### src/rtl/dyn_pre_if_pkg.sv
// dyn_pre_if_pkg: shared opcode constants, 2-bit counter encodings and
// helper functions for the dynamic next-PC predictor.
package dyn_pre_if_pkg;

    // RV32 major opcodes that redirect fetch
    localparam logic [6:0] OPC_BRANCH = 7'b1100011;
    localparam logic [6:0] OPC_JAL    = 7'b1101111;
    localparam logic [6:0] OPC_JALR   = 7'b1100111;

    // 2-bit saturating counter encoding; MSB is the taken prediction
    localparam logic [1:0] SNT = 2'b00;
    localparam logic [1:0] WNT = 2'b01;
    localparam logic [1:0] WT  = 2'b10;
    localparam logic [1:0] ST  = 2'b11;

    // Saturating increment on taken, saturating decrement on not-taken
    function automatic logic [1:0] sat_update(input logic [1:0] cnt, input logic taken);
        logic [1:0] res;
        if (taken) begin
            if (cnt == ST) begin
                res = ST;
            end else begin
                res = cnt + 2'd1;
            end
        end else begin
            if (cnt == SNT) begin
                res = SNT;
            end else begin
                res = cnt - 2'd1;
            end
        end
        return res;
    endfunction

    // Link registers used by the calling convention (ra = x1, alternate t0 = x5)
    function automatic logic is_link(input logic [4:0] r);
        return (r == 5'd1) || (r == 5'd5);
    endfunction

endpackage

### src/rtl/dyn_pre_if_ras.sv
// dyn_pre_if_ras: return-address stack as a circular buffer with an
// occupancy count. A push when full overwrites the oldest entry; a pop on an
// empty stack is ignored; pop+push together replaces the top in place.
module dyn_pre_if_ras
    import dyn_pre_if_pkg::*;
#(
    parameter int DEPTH = 4
) (
    input  logic        clk,
    input  logic        rst_n,
    input  logic        push_i,
    input  logic        pop_i,
    input  logic [31:0] push_data_i,
    output logic [31:0] top_o,
    output logic        empty_o
);

    localparam int PTRW = $clog2(DEPTH);
    localparam int CNTW = $clog2(DEPTH + 1);
    localparam logic [CNTW-1:0] CNT_FULL = CNTW'(DEPTH);

    logic [31:0]     buf_q [DEPTH];
    logic [PTRW-1:0] ptr_q;
    logic [PTRW-1:0] ptr_d;
    logic [CNTW-1:0] cnt_q;
    logic [CNTW-1:0] cnt_d;
    logic [PTRW-1:0] top_ptr_s;
    logic [PTRW-1:0] wr_ptr_s;
    logic            wr_en_s;
    logic            do_pop_s;

    // ptr_q is the next free slot; the top lives one below it (wraps naturally)
    assign top_ptr_s = ptr_q - PTRW'(1);
    assign do_pop_s  = pop_i && (cnt_q != '0);
    assign top_o     = buf_q[top_ptr_s];
    assign empty_o   = (cnt_q == '0);

    // Next pointer/count and write slot for push, pop, or replace-top
    always_comb begin
        ptr_d    = ptr_q;
        cnt_d    = cnt_q;
        wr_en_s  = 1'b0;
        wr_ptr_s = ptr_q;
        if (push_i && do_pop_s) begin
            wr_en_s  = 1'b1;
            wr_ptr_s = top_ptr_s;
        end else if (push_i) begin
            wr_en_s  = 1'b1;
            wr_ptr_s = ptr_q;
            ptr_d    = ptr_q + PTRW'(1);
            if (cnt_q == CNT_FULL) begin
                cnt_d = cnt_q;
            end else begin
                cnt_d = cnt_q + CNTW'(1);
            end
        end else if (do_pop_s) begin
            ptr_d = top_ptr_s;
            cnt_d = cnt_q - CNTW'(1);
        end else begin
            ptr_d = ptr_q;
            cnt_d = cnt_q;
        end
    end

    // Pointer and occupancy registers
    always_ff @(posedge clk or negedge rst_n) begin
        if (!rst_n) begin
            ptr_q <= '0;
            cnt_q <= '0;
        end else begin
            ptr_q <= ptr_d;
            cnt_q <= cnt_d;
        end
    end

    // Return-address storage
    always_ff @(posedge clk or negedge rst_n) begin
        if (!rst_n) begin
            for (int i = 0; i < DEPTH; i++) begin
                buf_q[i] <= 32'd0;
            end
        end else if (wr_en_s) begin
            buf_q[wr_ptr_s] <= push_data_i;
        end
    end

endmodule

### src/rtl/dyn_pre_if.sv
// dyn_pre_if: same-cycle next-PC predictor for the IF stage.
// Conditional branches use a PC-indexed table of 2-bit saturating counters
// trained by EX; JAL targets are decoded directly.
// Optional feature macro: DYN_PRE_IF_RAS_EN adds a return-address stack that
// predicts jalr returns. Without it, jalr predicts pc+4 and if_valid is unused.
module dyn_pre_if
    import dyn_pre_if_pkg::*;
#(
    parameter int         BHT_DEPTH = 64,
    parameter logic [1:0] CNT_INIT  = 2'b01,
    parameter int         RAS_DEPTH = 4
) (
    input  logic        clk,
    input  logic        rst_n,
    input  logic        if_valid,
    input  logic [31:0] instr,
    input  logic [31:0] pc,
    output logic [31:0] pre_pc,
    output logic        pre_taken,
    input  logic        upd_valid,
    input  logic [31:0] upd_pc,
    input  logic        upd_taken
);

    localparam int IDXW = $clog2(BHT_DEPTH);

    logic [6:0]      opcode_s;
    logic [31:0]     bimm_s;
    logic [31:0]     jimm_s;
    logic [31:0]     pc_plus4_s;
    logic [IDXW-1:0] lkp_idx_s;
    logic [IDXW-1:0] upd_idx_s;
    logic [1:0]      lkp_cnt_s;
    logic [1:0]      upd_cnt_d;
    logic [1:0]      cnt_q [BHT_DEPTH];
    logic [31:0]     pre_pc_s;
    logic            pre_taken_s;
    logic            unused_ok;

    assign opcode_s   = instr[6:0];
    assign bimm_s     = {{19{instr[31]}}, instr[31], instr[7], instr[30:25], instr[11:8], 1'b0};
    assign jimm_s     = {{11{instr[31]}}, instr[31], instr[19:12], instr[20], instr[30:21], 1'b0};
    assign pc_plus4_s = pc + 32'd4;

    // Untagged direct-mapped indexing; aliasing PCs share a counter
    assign lkp_idx_s = pc[IDXW+1:2];
    assign upd_idx_s = upd_pc[IDXW+1:2];
    assign lkp_cnt_s = cnt_q[lkp_idx_s];
    assign upd_cnt_d = sat_update(cnt_q[upd_idx_s], upd_taken);

    // Branch history table: one counter written per resolved branch
    always_ff @(posedge clk or negedge rst_n) begin
        if (!rst_n) begin
            for (int i = 0; i < BHT_DEPTH; i++) begin
                cnt_q[i] <= CNT_INIT;
            end
        end else if (upd_valid) begin
            cnt_q[upd_idx_s] <= upd_cnt_d;
        end
    end

`ifdef DYN_PRE_IF_RAS_EN
    logic [4:0]  rd_s;
    logic [4:0]  rs1_s;
    logic        is_jal_s;
    logic        is_jalr_s;
    logic        ras_push_s;
    logic        ras_pop_cand_s;
    logic        ras_pop_s;
    logic [31:0] ras_top_s;
    logic        ras_empty_s;

    assign rd_s      = instr[11:7];
    assign rs1_s     = instr[19:15];
    assign is_jal_s  = (opcode_s == OPC_JAL);
    assign is_jalr_s = (opcode_s == OPC_JALR);

    // Calls push the return address; a return pops unless it also links
    // through the same register (that form is a coroutine-style swap).
    assign ras_push_s     = if_valid && (is_jal_s || is_jalr_s) && is_link(rd_s);
    assign ras_pop_cand_s = is_jalr_s && is_link(rs1_s) && !(is_link(rd_s) && (rs1_s == rd_s));
    assign ras_pop_s      = if_valid && ras_pop_cand_s;

    dyn_pre_if_ras #(
        .DEPTH (RAS_DEPTH)
    ) u_ras (
        .clk         (clk),
        .rst_n       (rst_n),
        .push_i      (ras_push_s),
        .pop_i       (ras_pop_s),
        .push_data_i (pc_plus4_s),
        .top_o       (ras_top_s),
        .empty_o     (ras_empty_s)
    );
`endif

    // Next-PC selection by opcode; independent of if_valid
    always_comb begin
        pre_pc_s    = pc_plus4_s;
        pre_taken_s = 1'b0;
        case (opcode_s)
            OPC_JAL: begin
                pre_taken_s = 1'b1;
                pre_pc_s    = pc + jimm_s;
            end
            OPC_BRANCH: begin
                if (lkp_cnt_s[1]) begin
                    pre_taken_s = 1'b1;
                    pre_pc_s    = pc + bimm_s;
                end else begin
                    pre_taken_s = 1'b0;
                    pre_pc_s    = pc_plus4_s;
                end
            end
            OPC_JALR: begin
`ifdef DYN_PRE_IF_RAS_EN
                if (ras_pop_cand_s && !ras_empty_s) begin
                    pre_taken_s = 1'b1;
                    pre_pc_s    = ras_top_s;
                end else begin
                    pre_taken_s = 1'b0;
                    pre_pc_s    = pc_plus4_s;
                end
`else
                pre_taken_s = 1'b0;
                pre_pc_s    = pc_plus4_s;
`endif
            end
            default: begin
                pre_taken_s = 1'b0;
                pre_pc_s    = pc_plus4_s;
            end
        endcase
    end

    assign pre_pc    = pre_pc_s;
    assign pre_taken = pre_taken_s;

    // Bits that do not take part in every build configuration
    assign unused_ok = &{1'b0, if_valid, (RAS_DEPTH > 0), upd_pc[31:IDXW+2], upd_pc[1:0]};

endmodule

### config.mk
export PLATFORM = sky130hd
export DESIGN_NAME = dyn_pre_if
export DESIGN_NICKNAME = d
export VERILOG_FILES = /design/src/rtl/dyn_pre_if_pkg.sv /design/src/rtl/dyn_pre_if_ras.sv /design/src/rtl/dyn_pre_if.sv
export SDC_FILE = /design/constraint.sdc
export NUM_CORES = 1
export LEC_CHECK = 0
export ABC_AREA = 0
export BUFFER_PORTS_ARGS = -buffer_cell sky130_fd_sc_hd__buf_2
export CAP_MARGIN = 25
export CELL_PAD_IN_SITES_DETAIL_PLACEMENT = 1
export CELL_PAD_IN_SITES_GLOBAL_PLACEMENT = 1
export CORE_MARGIN = 4
export CORE_UTILIZATION = 40
export CTS_CLUSTER_DIAMETER = 30
export DETAILED_ROUTE_END_ITERATION = 7
export PLACE_DENSITY = 0.84
export SYNTH_ARGS = -nofsm -noshare
export SYNTH_HDL_FRONTEND = slang
export SYNTH_HIERARCHICAL = 1
export SYNTH_SLANG_ARGS = --single-unit
### constraint.sdc
create_clock -name clk -period 3.4 [get_ports clk]
set_input_delay 0.34 -clock clk [delete_from_list [all_inputs] [get_ports clk]]
set_output_delay 0.34 -clock clk [all_outputs]
set_load 0.05 [all_outputs]
==> impl_metrics.csv <==
group,metric,value,unit
cts,clock_tree.buffer_depth,2,
synthesis,ys_top_cells_by_count,"150 x nand2_1, 104 x o21ai_0, 91 x nor2_1",
pwr,power.internal,3.77,mW
finish,registers.top_by_ff_count,"cnt_q",
finish,sequential_cell_area,3280,sq um
pwr,power_per_cell_area,419,nW/um^2
synthesis,ys.flop_type,"dfstp_2",
floorplanning,floorplan_die_height,171,microns
detailed_routing,first_iter_violations,980,
detailed_routing,detail_route.first_pass.iterations,5,
grt,grt_antenna_before_repair,3,
timing,timing.max_slew.rel_slack,42.0,%
timing,max_slew_violation_total_from_the_final_report,0,
cts,h-tree-depth,4,
finish,final_non_filler_cell_area,13600,sq um
finish,count_of_nets_after_finishing,1545,
finish,multiInputGateArea,7210,sq um
detailed_routing,detailroute.via_count,11000,
finish,reg_top3,"cnt_q (128)",
pwr,power_switching_share,34.0,%
detailed_routing,drt-vias-per-instance,6.28,
placed_design,portBuffers,104,
synthesis,synth-async-reset-ratio,100,%
pwr,p_leak,5.81,nW
synthesis,flip_flop_and_latch_count_after_synthesis,128,
setup_path,worst_r2r_path_depth,9,
setup_path,worst-path-max-fanout,18,
synthesis,post_synth_instance_area,10700,sq um
min_path,hold_path.class,"in2async",
setup_path,cp-start-kind,"flop",
timing,fin_skew,8.28,ps
synthesis,synth_cell_types,77,
cts,cts-root-buf,"clkbuf_16",
run_status,violations_in_the_final_reports,"setup timing",
cts,cts.sinks,128,
synthesis,synthMostInstantiatedCell,"nand2_1",
setup_path,cp-end-kind,"output port",
placed_design,dp_hpwl,30300,microns
setup_path,arrival,3170,ps
synthesis,yosysTopAreaCellShare,15.8,%
grt,grt_overflow_total,0,
grt,grt_first_pass_wirelength,64200,microns
setup_path,worstPathRequired,3060,ps
floorplanning,boundaryPins,134,
pwr,share_clk_of_total_power,31.8,%
pwr,totalPowerFinal,5.72,mW
floorplanning,die_width,171,microns
cts,clock_transition_at_the_registers_of_the_reported_paths,60,ps
placed_design,dpl_worst_slack,-325,ps
pwr,p_comb_share,33.6,%
run,maxCapViolCount,0,
timing,timing.final.setup_violations,15,
finish,n_fill_cell,3048,
detailed_routing,route.detailed.drc,0,
cts,cts-buffers-inserted,17,
setup_path,crit-reg2reg-capture,"cnt_q[65]",
timing,hold_violations_final,0,
synthesis,yosys.area.top_type,"dfstp_2",
setup_path,reg2reg_slack,340,ps
finish,areaGrowthSynthToFinish,27.9,%
timing,grt_setup_unrepaired,"true",
floorplanning,start_util,40.8,%
timing,achievable-frequency,285,MHz
setup_path,criticalPathCategory,"reg2out",
floorplanning,floorplan.core_area,26100,sq um
timing,final.period_utilization,103,%
timing,finalWorstPathRequiredPeriod,3510,ps
floorplanning,std_cell_rows,59,
synthesis,synth_nets,1326,
grt,first_global_vias,11600,
cts,insertion_delay_of_the_later_clocked_pin_in_the_worst_skew_pair,440,ps
pwr,seq_power_share,34.6,%
placed_design,finalWeightedCongestion,0.933,
detailed_routing,antenna_left,0,
synthesis,synth_cells,1179,
setup_path,crit-reg2reg-launch,"cnt_q[80]",
finish,final_layout_size_suffix_gt1_share,37.7,%
pwr,vdd.ir_drop.worst,390,uV
detailed_routing,wl_per_cell,24.2,microns
synthesis,yosysWarningCount,6,
synthesis,synth_enable_flop_cells,0,
timing,timing.final.ws_setup,-108,ps
detailed_routing,routed_wl,42300,microns
floorplanning,die_area,29300,sq um
grt,overall_track_demand_over_capacity_in_global_routing,27.7,%
cts,cts_tree,"done",
timing,tightestPinTransition,863,ps
synthesis,synth.avg_cell_area,9.04,sq um
run_status,run_status,"complete, but fails checks",
grt,grt_start_max_net_pins,65,
placed_design,post_dp_cell_area,12400,sq um
timing,fin_setup_tns,-771,ps
finish,max_ffs_per_register,128,
pwr,net-switching-power,1.94,mW
synthesis,synth.top_cells.by_area,"dfstp_2 16%, dfrtp_1 15%, mux2_2 7.7%",
synthesis,ys_seq_area_share,30.8,%
==> power groups by stage <==
stage / Clock [mW] / Sequential [mW] / Combinational [mW]
2_1_floorplan: 0 / 1.91 / 1.13
5_1_grt: 1.91 / 1.99 / 2.05
4_1_cts: 1.83 / 1.97 / 1.80
6_report: 1.82 / 1.97 / 1.92
3_3_place_gp: 0 / 1.96 / 1.66
3_5_place_dp: 0 / 1.98 / 1.73
==> critical path, cell delays in order (launching register included) <==
cell and delay, ps:
dfrtp_1 430, mux4_2 510, mux4_2 540, mux2i_4 180, mux2i_4 130, buf_4 230, o21ai_0 130, o211ai_1 140
o311ai_1 150, buf_4 290
==> kinds of logic (layout without fill, tap and decap cells) <==
family / count (synthesis) / count (layout) / synth area share (%)
other: 0 / 2 / 0
adders and majority gates: 47 / 47 / 5.65
AOI/OAI and AO/OA: 333 / 333 / 20.1
and+or+nand+nor: 373 / 373 / 15.9
buffers and inverters: 96 / 328 / 4.34
xor gates and xnor gates: 67 / 67 / 5.51
muxes: 135 / 135 / 17.7
DFF: 128 / 128 / 30.8
==> what timing repair did <==
action / 4_1_cts / 5_1_grt
endpoints found under the setup margin: 28 / 31
buffers inserted: 7 / 14
cloned: 1 / 0
pin swaps: 14 / 13
resized for setup: 71 / 61
hold buffers: 0 / 0
==> layout by cell type (no fill, tap or decap), types with 28 or more instances in the layout <==
| cell type | Yosys | routed |
|---|---|---|
| nand2_1 | 150 | 149 |
| buf_4 | 3 | 159 |
| dfrtp_1 | 64 | 64 |
| nand3_1 | 40 | 40 |
| mux4_2 | 27 | 29 |
| nor2_1 | 91 | 90 |
| mux2_2 | 73 | 73 |
| buf_2 | 17 | 72 |
| o21ai_0 | 104 | 90 |
| xnor2_1 | 39 | 39 |
| ha_1 | 44 | 40 |
| a21oi_1 | 76 | 69 |
| dfstp_2 | 64 | 64 |
| xor2_1 | 28 | 28 |
==> through the flow <==
stage | instances | hold slack, ps | utilization [%]
2_1_floorplan | 1179 | 44.4 | -
3_3_place_gp | 1693 | 467 | 47.5
3_5_place_dp | 1693 | 485 | 47.5
4_1_cts | 1732 | 29.6 | 50.8
5_1_grt | 1747 | 61.1 | 52.1
6_report | 1748 | 21.6 | 52.1
==> area by class of cell <==
cell class,instances,area share [%]
clock inverters,11,0.826
multi-input cells,955,52.9
inverters,29,0.799
flip-flops and latches,128,24.1
diodes,2,0.0367
well taps,335,3.08
clock buffers,21,3.45
repair buffers,267,14.8
==> worst max path at each step <==
stage,depth (start not counted),startpoint,end,slack (ps)
detailed placement,14,pc[1],pre_pc[25],-330
global placement,14,pc[1],pre_pc[25],-240
global route,9,cnt_q[113],pre_pc[22],-170
floorplan,9,pc[2],pre_pc[18],-230
finish,9,cnt_q[35],pre_pc[5],-110
CTS,9,cnt_q[113],pre_pc[29],-90
==> routing by layer <==
layer / vias up / track usage [%] / wire length (microns)
met1: 5496 / 34.6 / 17100
met2: 519 / 46.8 / 20500
met3: 141 / 5.33 / 2850
met4: 2 / 12.4 / 1850
met5: - / 0 / 10
li1: 4825 / - / -
(Power assumes the default switching activity.)
